===== src/rtl/mc14500_system_if.sv =====
// Program-load handshake between a loader (master) and the MC14500 system (slave).
interface mc14500_system_if #(
    parameter int DATA_WIDTH = 12
);
    logic                  load_start;
    logic                  load_valid;
    logic [DATA_WIDTH-1:0] load_data;
    logic                  load_ready;

    modport master (
        output load_start,
        output load_valid,
        output load_data,
        input  load_ready
    );

    modport slave (
        input  load_start,
        input  load_valid,
        input  load_data,
        output load_ready
    );
endinterface


===== src/rtl/mc14500_system.sv =====
// MC14500-style 1-bit controller: loadable program memory, return stack,
// memory-mapped input pins, output latches and scratch bits.
module mc14500_system #(
    parameter int ADDR_WIDTH   = 8,
    parameter int DATA_WIDTH   = ADDR_WIDTH + 4,
    parameter int STACK_DEPTH  = 16,
    parameter int INPUT_SIZE   = 8,
    parameter int OUTPUT_SIZE  = 8,
    parameter int SCRATCH_SIZE = 16
) (
    input  logic                    clk,
    input  logic                    reset,
    mc14500_system_if.slave         load_bus,
    input  logic                    run,
    input  logic                    step,
    input  logic [INPUT_SIZE-1:0]   input_pins,
    output logic [OUTPUT_SIZE-1:0]  output_pins,
    output logic [ADDR_WIDTH-1:0]   pc_o,
    output logic                    busy,
    output logic                    flag_o,
    output logic                    flag_f,
    output logic                    stack_err
);
    localparam int SPW = $clog2(STACK_DEPTH + 1);
    localparam int SIW = (STACK_DEPTH > 1) ? $clog2(STACK_DEPTH) : 1;
    localparam logic [ADDR_WIDTH-1:0] PC_ONE = ADDR_WIDTH'(1);
    localparam logic [ADDR_WIDTH-1:0] PC_TWO = ADDR_WIDTH'(2);
    localparam logic [SPW-1:0] SP_ONE  = SPW'(1);
    localparam logic [SPW-1:0] SP_FULL = SPW'(STACK_DEPTH);

    typedef enum logic [2:0] {
        S_IDLE, S_LOAD, S_FETCH, S_EXEC, S_HALT
    } state_t;

    typedef enum logic [3:0] {
        OP_NOPO, OP_LD, OP_LDC, OP_AND, OP_ANDC, OP_OR, OP_ORC, OP_XNOR,
        OP_STO, OP_STOC, OP_IEN, OP_OEN, OP_JMP, OP_RTN, OP_SKZ, OP_NOPF
    } op_t;

    state_t state, state_n;

    logic [DATA_WIDTH-1:0]   mem [2**ADDR_WIDTH];
    logic [DATA_WIDTH-1:0]   ir;
    logic [ADDR_WIDTH-1:0]   stack [STACK_DEPTH];

    logic [ADDR_WIDTH-1:0]   pc, pc_n, ptr, ptr_n, operand, pc_inc, stack_top;
    logic [SPW-1:0]          sp, sp_n, sp_dec;
    logic                    rr, rr_n, ien, ien_n, oen, oen_n, err_n;
    logic [OUTPUT_SIZE-1:0]  out_n;
    logic [SCRATCH_SIZE-1:0] scratch, scr_n;
    logic                    rd_bit, d, wr_bit, mem_we, fetch, push;
    op_t                     op;

    assign op        = op_t'(ir[ADDR_WIDTH +: 4]);
    assign operand   = ir[ADDR_WIDTH-1:0];
    assign pc_inc    = pc + PC_ONE;
    assign sp_dec    = sp - SP_ONE;
    assign stack_top = stack[sp_dec[SIW-1:0]];
    assign d         = rd_bit & ien;
    assign wr_bit    = (op == OP_STOC) ? ~rr : rr;

    assign pc_o               = pc;
    assign busy               = (state == S_FETCH) || (state == S_EXEC);
    assign load_bus.load_ready = (state == S_LOAD);

    // Read map: inputs, then output readback, then scratch; all-ones reads RR.
    always_comb begin
        rd_bit = (&operand) ? rr : 1'b0;
        for (int unsigned i = 0; i < INPUT_SIZE; i++)
            if (operand == ADDR_WIDTH'(i)) rd_bit = input_pins[i];
        for (int unsigned i = 0; i < OUTPUT_SIZE; i++)
            if (operand == ADDR_WIDTH'(INPUT_SIZE + i)) rd_bit = output_pins[i];
        for (int unsigned i = 0; i < SCRATCH_SIZE; i++)
            if (operand == ADDR_WIDTH'(INPUT_SIZE + OUTPUT_SIZE + i)) rd_bit = scratch[i];
    end

    always_comb begin
        state_n = state;
        pc_n    = pc;
        ptr_n   = ptr;
        sp_n    = sp;
        rr_n    = rr;
        ien_n   = ien;
        oen_n   = oen;
        out_n   = output_pins;
        scr_n   = scratch;
        err_n   = stack_err;
        mem_we  = 1'b0;
        fetch   = 1'b0;
        push    = 1'b0;
        flag_o  = 1'b0;
        flag_f  = 1'b0;
        case (state)
            S_IDLE: begin
                if (load_bus.load_start) begin
                    state_n = S_LOAD;
                    ptr_n   = '0;
                end else if (run || step) begin
                    state_n = S_FETCH;
                end
            end
            S_LOAD: begin
                if (load_bus.load_valid) begin
                    mem_we = 1'b1;
                    ptr_n  = ptr + PC_ONE;
                end
                if (!load_bus.load_start) begin
                    state_n = S_IDLE;
                    pc_n    = '0;
                    rr_n    = 1'b0;
                    sp_n    = '0;
                end
            end
            S_FETCH: begin
                fetch   = 1'b1;
                state_n = S_EXEC;
            end
            S_EXEC: begin
                state_n = run ? S_FETCH : S_IDLE;
                pc_n    = pc_inc;
                case (op)
                    OP_NOPO: flag_o = 1'b1;
                    OP_LD:   rr_n = d;
                    OP_LDC:  rr_n = ~d;
                    OP_AND:  rr_n = rr & d;
                    OP_ANDC: rr_n = rr & ~d;
                    OP_OR:   rr_n = rr | d;
                    OP_ORC:  rr_n = rr | ~d;
                    OP_XNOR: rr_n = ~(rr ^ d);
                    OP_STO, OP_STOC: begin
                        if (oen) begin
                            for (int unsigned i = 0; i < OUTPUT_SIZE; i++)
                                if (operand == ADDR_WIDTH'(INPUT_SIZE + i)) out_n[i] = wr_bit;
                            for (int unsigned i = 0; i < SCRATCH_SIZE; i++)
                                if (operand == ADDR_WIDTH'(INPUT_SIZE + OUTPUT_SIZE + i))
                                    scr_n[i] = wr_bit;
                        end
                    end
                    OP_IEN: ien_n = rd_bit;
                    OP_OEN: oen_n = rd_bit;
                    OP_JMP: begin
                        if (sp == SP_FULL) begin
                            pc_n    = pc;
                            err_n   = 1'b1;
                            state_n = S_HALT;
                        end else begin
                            push = 1'b1;
                            sp_n = sp + SP_ONE;
                            pc_n = operand;
                        end
                    end
                    OP_RTN: begin
                        if (sp == '0) begin
                            pc_n    = pc;
                            err_n   = 1'b1;
                            state_n = S_HALT;
                        end else begin
                            sp_n = sp_dec;
                            pc_n = stack_top;
                        end
                    end
                    OP_SKZ: if (!rr) pc_n = pc + PC_TWO;
                    OP_NOPF: begin
                        flag_f = 1'b1;
                        pc_n   = '0;
                    end
                endcase
            end
            S_HALT: state_n = S_HALT;
            default: state_n = S_IDLE;
        endcase
    end

    always_ff @(posedge clk or posedge reset) begin
        if (reset) begin
            state       <= S_IDLE;
            pc          <= '0;
            ptr         <= '0;
            sp          <= '0;
            rr          <= 1'b0;
            ien         <= 1'b1;
            oen         <= 1'b1;
            output_pins <= '0;
            scratch     <= '0;
            stack_err   <= 1'b0;
        end else begin
            state       <= state_n;
            pc          <= pc_n;
            ptr         <= ptr_n;
            sp          <= sp_n;
            rr          <= rr_n;
            ien         <= ien_n;
            oen         <= oen_n;
            output_pins <= out_n;
            scratch     <= scr_n;
            stack_err   <= err_n;
        end
    end

    // Program memory and return stack carry no reset so contents survive it;
    // their enables derive from the async-reset state, so reset blocks writes.
    always_ff @(posedge clk) begin
        if (mem_we) mem[ptr] <= load_bus.load_data;
        if (fetch)  ir <= mem[pc];
        if (push)   stack[sp[SIW-1:0]] <= pc_inc;
    end
endmodule

===== src/flat_wrapper.sv =====
// flat-port wrapper written by rule: the top's interface ports become plain ports
module mc14500_system_flat 
#(
    parameter int ADDR_WIDTH   = 8,
    parameter int DATA_WIDTH   = ADDR_WIDTH + 4,
    parameter int STACK_DEPTH  = 16,
    parameter int INPUT_SIZE   = 8,
    parameter int OUTPUT_SIZE  = 8,
    parameter int SCRATCH_SIZE = 16
)
  (clk, reset, run, step, input_pins, output_pins, pc_o, busy, flag_o, flag_f, stack_err, load_bus_load_start, load_bus_load_valid, load_bus_load_data, load_bus_load_ready);
  mc14500_system_if #(.DATA_WIDTH(DATA_WIDTH)) load_bus_i ();
  input  logic clk;
  input  logic reset;
  input  logic run;
  input  logic step;
  input  logic [INPUT_SIZE-1:0] input_pins;
  output logic [OUTPUT_SIZE-1:0] output_pins;
  output logic [ADDR_WIDTH-1:0] pc_o;
  output logic busy;
  output logic flag_o;
  output logic flag_f;
  output logic stack_err;
  input wire logic [$bits(load_bus_i.load_start)-1:0] load_bus_load_start;
  input wire logic [$bits(load_bus_i.load_valid)-1:0] load_bus_load_valid;
  input wire logic [$bits(load_bus_i.load_data)-1:0] load_bus_load_data;
  output wire logic [$bits(load_bus_i.load_ready)-1:0] load_bus_load_ready;
  assign load_bus_i.load_start = load_bus_load_start;
  assign load_bus_i.load_valid = load_bus_load_valid;
  assign load_bus_i.load_data = load_bus_load_data;
  assign load_bus_load_ready = load_bus_i.load_ready;
  mc14500_system #(.ADDR_WIDTH(ADDR_WIDTH), .DATA_WIDTH(DATA_WIDTH), .STACK_DEPTH(STACK_DEPTH), .INPUT_SIZE(INPUT_SIZE), .OUTPUT_SIZE(OUTPUT_SIZE), .SCRATCH_SIZE(SCRATCH_SIZE)) u_core (.clk(clk), .reset(reset), .load_bus(load_bus_i), .run(run), .step(step), .input_pins(input_pins), .output_pins(output_pins), .pc_o(pc_o), .busy(busy), .flag_o(flag_o), .flag_f(flag_f), .stack_err(stack_err));
endmodule

===== config.mk =====
export PLATFORM = sky130hd
export DESIGN_NAME = mc14500_system_flat
export DESIGN_NICKNAME = d
export VERILOG_FILES = /design/src/rtl/mc14500_system_if.sv /design/src/rtl/mc14500_system.sv /design/src/flat_wrapper.sv
export SDC_FILE = /design/constraint.sdc
export NUM_CORES = 2
export LEC_CHECK = 0
export CAP_MARGIN = 20
export CORE_ASPECT_RATIO = 1.25
export CORE_UTILIZATION = 60
export DETAILED_ROUTE_END_ITERATION = 16
export PLACE_DENSITY_LB_ADDON = 0.12
export SYNTH_ARGS = -nofsm -noshare
export SYNTH_HDL_FRONTEND = slang
export SYNTH_SLANG_ARGS = --single-unit

===== constraint.sdc =====
create_clock -name clk -period 8.15 [get_ports clk]
set_input_delay 2.445 -clock clk [delete_from_list [all_inputs] [get_ports clk]]
set_output_delay 2.445 -clock clk [all_outputs]
set_load 0.005 [all_outputs]

# ---- After elaboration in Yosys (flattened, before gate mapping)
# Memory sizes are Yosys's and may differ from the RTL's. A register that Yosys moved wholly into a read port is not among the register bits.
# Cells that the tools add are included.
dict set report word_totals {
  romBits 0
  ramBits 3200
  word_cells 228
  register_bits 52
  inputBits 26
  memories 2
  out_inout_bits 21
  latchBits 0
}
dict set report classes {
  magnitude_cmp 0
  div_mod_pow 0
  n_bitwise 9
  n_mul 0
  shifts 0
  n_eq_ne 61
  muxes 76
  n_reduce_logical 43
  add_sub_neg 5
}
# name depth word_bits rd rd_ports_with_merged_regs write_ports line
set mem_list {}
lappend mem_list {u_core.mem 256 12 1 1 1 mc14500_system.sv:42} ;# logic [DATA_WIDTH-1:0] mem [2**ADDR_WIDTH];
lappend mem_list {u_core.stack 16 8 1 0 1 mc14500_system.sv:44} ;# logic [ADDR_WIDTH-1:0] stack [STACK_DEPTH];
# operator count
set ops {}
lappend ops {{equality test 8 x 5 -> 1 bit, second input constant} 16}
lappend ops {{AND reduction 4 bit} 26}
lappend ops {{equality test 8 x 4 -> 1 bit, second input constant} 8}
lappend ops {{two-way mux 1 bit} 51}
lappend ops {{two-way mux 8 bit} 6}
lappend ops {{equality test 4 bit, second input constant} 8}
lappend ops {{equality test 8 x 3 -> 1 bit, second input constant} 4}
lappend ops {{case mux 8 bit (2 select lines)} 2}
lappend ops {{case mux 8 bit (4 select lines)} 1}
lappend ops {{case mux 5 bit (2 select lines)} 2}
lappend ops {{adder 8 x 1 -> 8 bit, second input constant} 2}
lappend ops {{equality test 4 x 3 -> 1 bit, second input constant} 4}
lappend ops {{equality test 8 x 2 -> 1 bit, second input constant} 2}
lappend ops {{two-way mux 3 bit} 5}
lappend ops {{two-way mux 5 bit} 3}
lappend ops {{case mux 3 bit (5 select lines)} 1}
lappend ops {{inequality test 3 bit, second input constant} 3}
lappend ops {{adder 8 x 2 -> 8 bit, second input constant} 1}
lappend ops {{equality test 4 x 2 -> 1 bit, second input constant} 2}
lappend ops {{equality test 8 x 1 -> 1 bit, second input constant} 1}
lappend ops {{logical NOT 8 bit} 1}
lappend ops {{inequality test 8 bit, second input constant} 1}
lappend ops {{AND reduction 8 bit} 1}
lappend ops {{case mux 1 bit (7 select lines)} 1}
lappend ops {{26 further kinds} 42}

# ---- Longest topological paths before layout
dict set report depth {
  word_depth 39
  mapped_depth 14
  mapped_depth_nobuf 9
}

# ---- Worst setup path after synthesis
# OpenSTA, ideal clock, no wires.
dict set report synth_timing {
  path_kind {input to register}
  from {input load_bus_load_valid}
  to {memory u_core.mem[209][0], enable pin}
  stages 5
  arrival_ps 3953
  setup_time_ps 380
  n_path_buf 1
  path_slack_ps 3817
  required_time_ps 7770
  path_cell_list {nand2_1 > nor3b_1 > nand3_1 > clkbuf_1 > nor2_1}
}
dict set report synth_between {
  elab_chain_cells 4
}
# element line
set synth_rtl {}
lappend synth_rtl {{from (decl)} flat_wrapper.sv:25} ;# input wire logic [$bits(load_bus_i.load_valid)-1:0] load_bus_load_valid;
lappend synth_rtl {{two-way mux 1 bit} mc14500_system.sv:103} ;# if (load_bus.load_valid) begin
lappend synth_rtl {{two-way mux 1 bit} mc14500_system.sv:93} ;# case (state)
lappend synth_rtl {{two-way mux 1 bit} mc14500_system.sv:203} ;# if (mem_we) mem[ptr] <= load_bus.load_data;
lappend synth_rtl {{two-way mux 1 bit (not written as such)} mc14500_system.sv:203}
lappend synth_rtl {{to (decl)} mc14500_system.sv:42}
# No other way between the ends.

# ---- Final worst setup path
dict set report layout_timing {
  from {input load_bus_load_valid}
  to {memory u_core.mem[69][4], enable pin}
}
# The elaborated chain is that of the path after synthesis.

==> run_results.csv <==
group,metric,value,unit
cells_and_area,mostFrequentLayoutCell,"edfxtp_1",
route,routed_wl,315000,um
setup_path,critPathMaxFanout,16,
setup_path,critPathKind,"in2reg",
sta,rsz0062_at_grt,"no",
logic_synthesis,synth_top_cell_by_area,"edfxtp_1",
power_and_ir_drop,max-vdd-ir-drop,0.222,mV
cells_and_area,finish.utilization,67.2,%
global_routing,grt_pass1_vias,60600,
logic_synthesis,yosysSeqAreaShare,76.9,%
floorplan,die_w,414,um
run_status,status,"finished clean",
logic_synthesis,syn-num-nets,5866,
logic_synthesis,synth_top_cell_area_share,75.8,%
floorplan,coreArea,0.210,sq mm
clocking,cts.clk_slew.worst_paths,0.06,ns
setup_path,critical-path-slowest-cell,"nor2_1",
sta,finalHoldViolCount,0,
floorplan,die-area,0.214,sq mm
floorplan,io_pins,47,
cells_and_area,final_cell_mix,"edfxtp_1 (3212), mux4_2 (828), nor2_1 (364)",
sta,skew,0.0491,ns
setup_path,crit_chain,"clkdlybuf4s50_1 > nand2_1 > nor3_1 > nand2_1 > nor2_1",
floorplan,die_y,517,um
setup_path,r2r-start,"u_core.pc_o[0]",
cells_and_area,nNetsFinal,6049,
global_routing,antenna_found_initial,12,
sta,period_needed,5.57,ns
logic_synthesis,yosysWarnings,0,
sta,setup_viol,0,
global_routing,grt_max_degree,169,
route,drt_iter0_markers,8090,
setup_path,crit_start,"load_bus_load_valid",
clocking,cts.htree.levels,5,
route,first_pass_iters,5,
setup_path,critPathCaptureType,"flop",
setup_path,required,8.59,ns
setup_path,critPathLaunchType,"primary input",
clocking,cts_buffer_depth,4,
route,drcViolationCount,0,
clocking,cts_made_buffers,307,
setup_path,path_buf_inv,1,
route,via_per_inst,6.82,
cells_and_area,fillers,13100,
floorplan,start_util,60.5,%
power_and_ir_drop,p_total,0.0414,W
flow_run,cap_viol_max_count,0,
power_and_ir_drop,cellLeakagePower,42.6,nW
logic_synthesis,netlist-cell-type-count,67,
route,ant_nets,0,
clocking,clock_latency,0.86,ns
placement,portBuffers,46,
hold_path,hold_path.class,"reg2reg",
sta,max-slew-margin-rel,23.7,%
clocking,cts_tree,"yes",
logic_synthesis,synth.area.top_cells,"edfxtp_1 (76%), mux4_2 (15%), mux2i_1 (2.1%)",
logic_synthesis,syn_inst,5829,
setup_path,crit_arrival,6.00,ns
logic_synthesis,ys_ff_latch,3264,
setup_path,worst_path_most_repeated_cell,"nand2_1",
route,vias,61400,
global_routing,grt_usage,29.8,%
clocking,hold_buffers,0,
route,wl_per_cell,34.9,um
hold_path,hold_start,"u_core.stack_err",
logic_synthesis,ys_dominant_reg_cell,"edfxtp_1",
global_routing,grt_first_pass_wirelength,448000,um
setup_path,critPathMaxStageDelay,1.12,ns
sta,tightestPinTransition,1.14,ns
cells_and_area,syn_to_final_growth,11.1,%
placement,gp_congestion,0.909,
placement,dpl.hpwl,183000,um
sta,fin_tns_setup,0,ns
logic_synthesis,synth_edf_count,3212,
clocking,cts-root-buf,"clkbuf_16",
logic_synthesis,syn_avg_cell_area,21.8,sq um
power_and_ir_drop,power_density,293,mW/mm^2
logic_synthesis,synth-async-reset-ratio,1.59,%
cells_and_area,post_route_cells_drive_above_1_share,24.7,%
setup_path,crit_family,"simple AND/OR/NAND/NOR gates",
logic_synthesis,synth_area,0.127,sq mm
clocking,cts.sinks,3264,
sta,slew_viol_final,0,
sta,fmax,0.180,GHz
clocking,cts_resized,0,
floorplan,core.rowCount,188,
global_routing,globalRouteOverflowTotal,0,
sta,fin_crit_sh,68.3,%
clocking,postCtsSetupRepairBufs,0,
[power by group]
part / total [W] / switching, W / internal [W]
Sequential: 0.0189 / 0.000300 / 0.0186
Combinational: 0.00779 / 0.00489 / 0.00290
Clock: 0.0146 / 0.00609 / 0.00853
Total: 0.0414 / 0.0113 / 0.0301
[through the flow]
stage / instance area, sq um / instances / worst slack, ns / hold slack (ns)
finish: 141000 / 9003 / 2.58 / 0.473
detailed placement: 131000 / 8401 / 1.76 / 0.470
floorplan: 127000 / 5829 / 3.82 / 0.459
global placement: 131000 / 8397 / 1.68 / 0.455
global route: 141000 / 8998 / 2.46 / 0.498
CTS: 141000 / 8940 / 2.65 / 0.488
[cell type report]
type / instances / area (sq um) / share of cell area, %
Tap cell: 2755 / 3450 / 2.44
Antenna cell: 6 / 15.0 / 0.0106
Sequential cell: 3264 / 97800 / 69.2
Multi-Input combinational cell: 2205 / 27700 / 19.6
Clock buffer: 354 / 8090 / 5.72
Inverter: 12 / 45.0 / 0.0319
Timing Repair Buffer: 222 / 2230 / 1.58
Clock inverter: 185 / 2100 / 1.48
[flip-flops by register name (all words and copies together) (netlist names)]
register            count
u_core.stack          128
u_core.output_pins      8
u_core.mem           3072
u_core.sp               5
u_core.oen              1
u_core.scratch         16
u_core.state            3
u_core.stack_err        1
u_core.pc_o             8
u_core.ien              1
u_core.rr               1
u_core.ir              12
u_core.ptr              8
[cells in the mapped netlist (37+ instances only)]
| library cell | number |
|---|---|
| a211oi_1 | 37 |
| a21oi_1 | 59 |
| a22oi_1 | 37 |
| buf_2 | 73 |
| buf_4 | 42 |
| buf_6 | 41 |
| clkbuf_1 | 157 |
| dfrtp_1 | 50 |
| edfxtp_1 | 3212 |
| mux2i_1 | 264 |
| mux4_2 | 828 |
| nand2_1 | 113 |
| nor2_1 | 365 |
| o21ai_0 | 83 |
| o22ai_1 | 69 |
[worst reg2reg max path, cell delays in order (launching register included)]
cell and delay [ns]:
dfrtp_4 0.92, buf_12 0.57, mux4_2 0.82, mux2i_1 0.16, nor2_1 0.08, a2111oi_0 0.96, o31ai_1 0.45, o22ai_1 0.38
a211oi_1 0.10
[routing by layer]
| metal | routed length (um) | part of all wire (%) | GRT usage (%) |
|---|---|---|---|
| met1 | 121000 | 39 | 43.0 |
| met2 | 152000 | 48 | 46.4 |
| met3 | 30600 | 9.7 | 5.75 |
| met4 | 11000 | 3.5 | 9.79 |
| met5 | 51 | 0.016 | 0 |
[cells by family after synthesis]
| group | Yosys count | synth area share (%) |
|---|---|---|
| flops | 3264 | 76.9 |
| mux | 1128 | 17.1 |
| simple gates | 623 | 2.10 |
| compound gates | 424 | 2.23 |
| buf+inv | 360 | 1.51 |
| xor+xnor | 19 | 0.131 |
| fa+ha+maj | 11 | 0.108 |
[worst paths after layout]
| path | cells after the start | to | slack [ns] |
|---|---|---|---|
| min in group asynchronous | 3 | u_core.ptr[2] | 2.19 |
| min reg2reg | 1 | u_core.stack_err | 0.47 |
| max reg2reg | 8 | u_core.ir[6] | 3.45 |
| min | 1 | u_core.stack_err | 0.47 |
| max in group asynchronous | 3 | u_core.pc_o[4] | 5.34 |
| max | 5 | u_core.mem[69][4] | 2.58 |
Power figures use the tool's default switching activity.
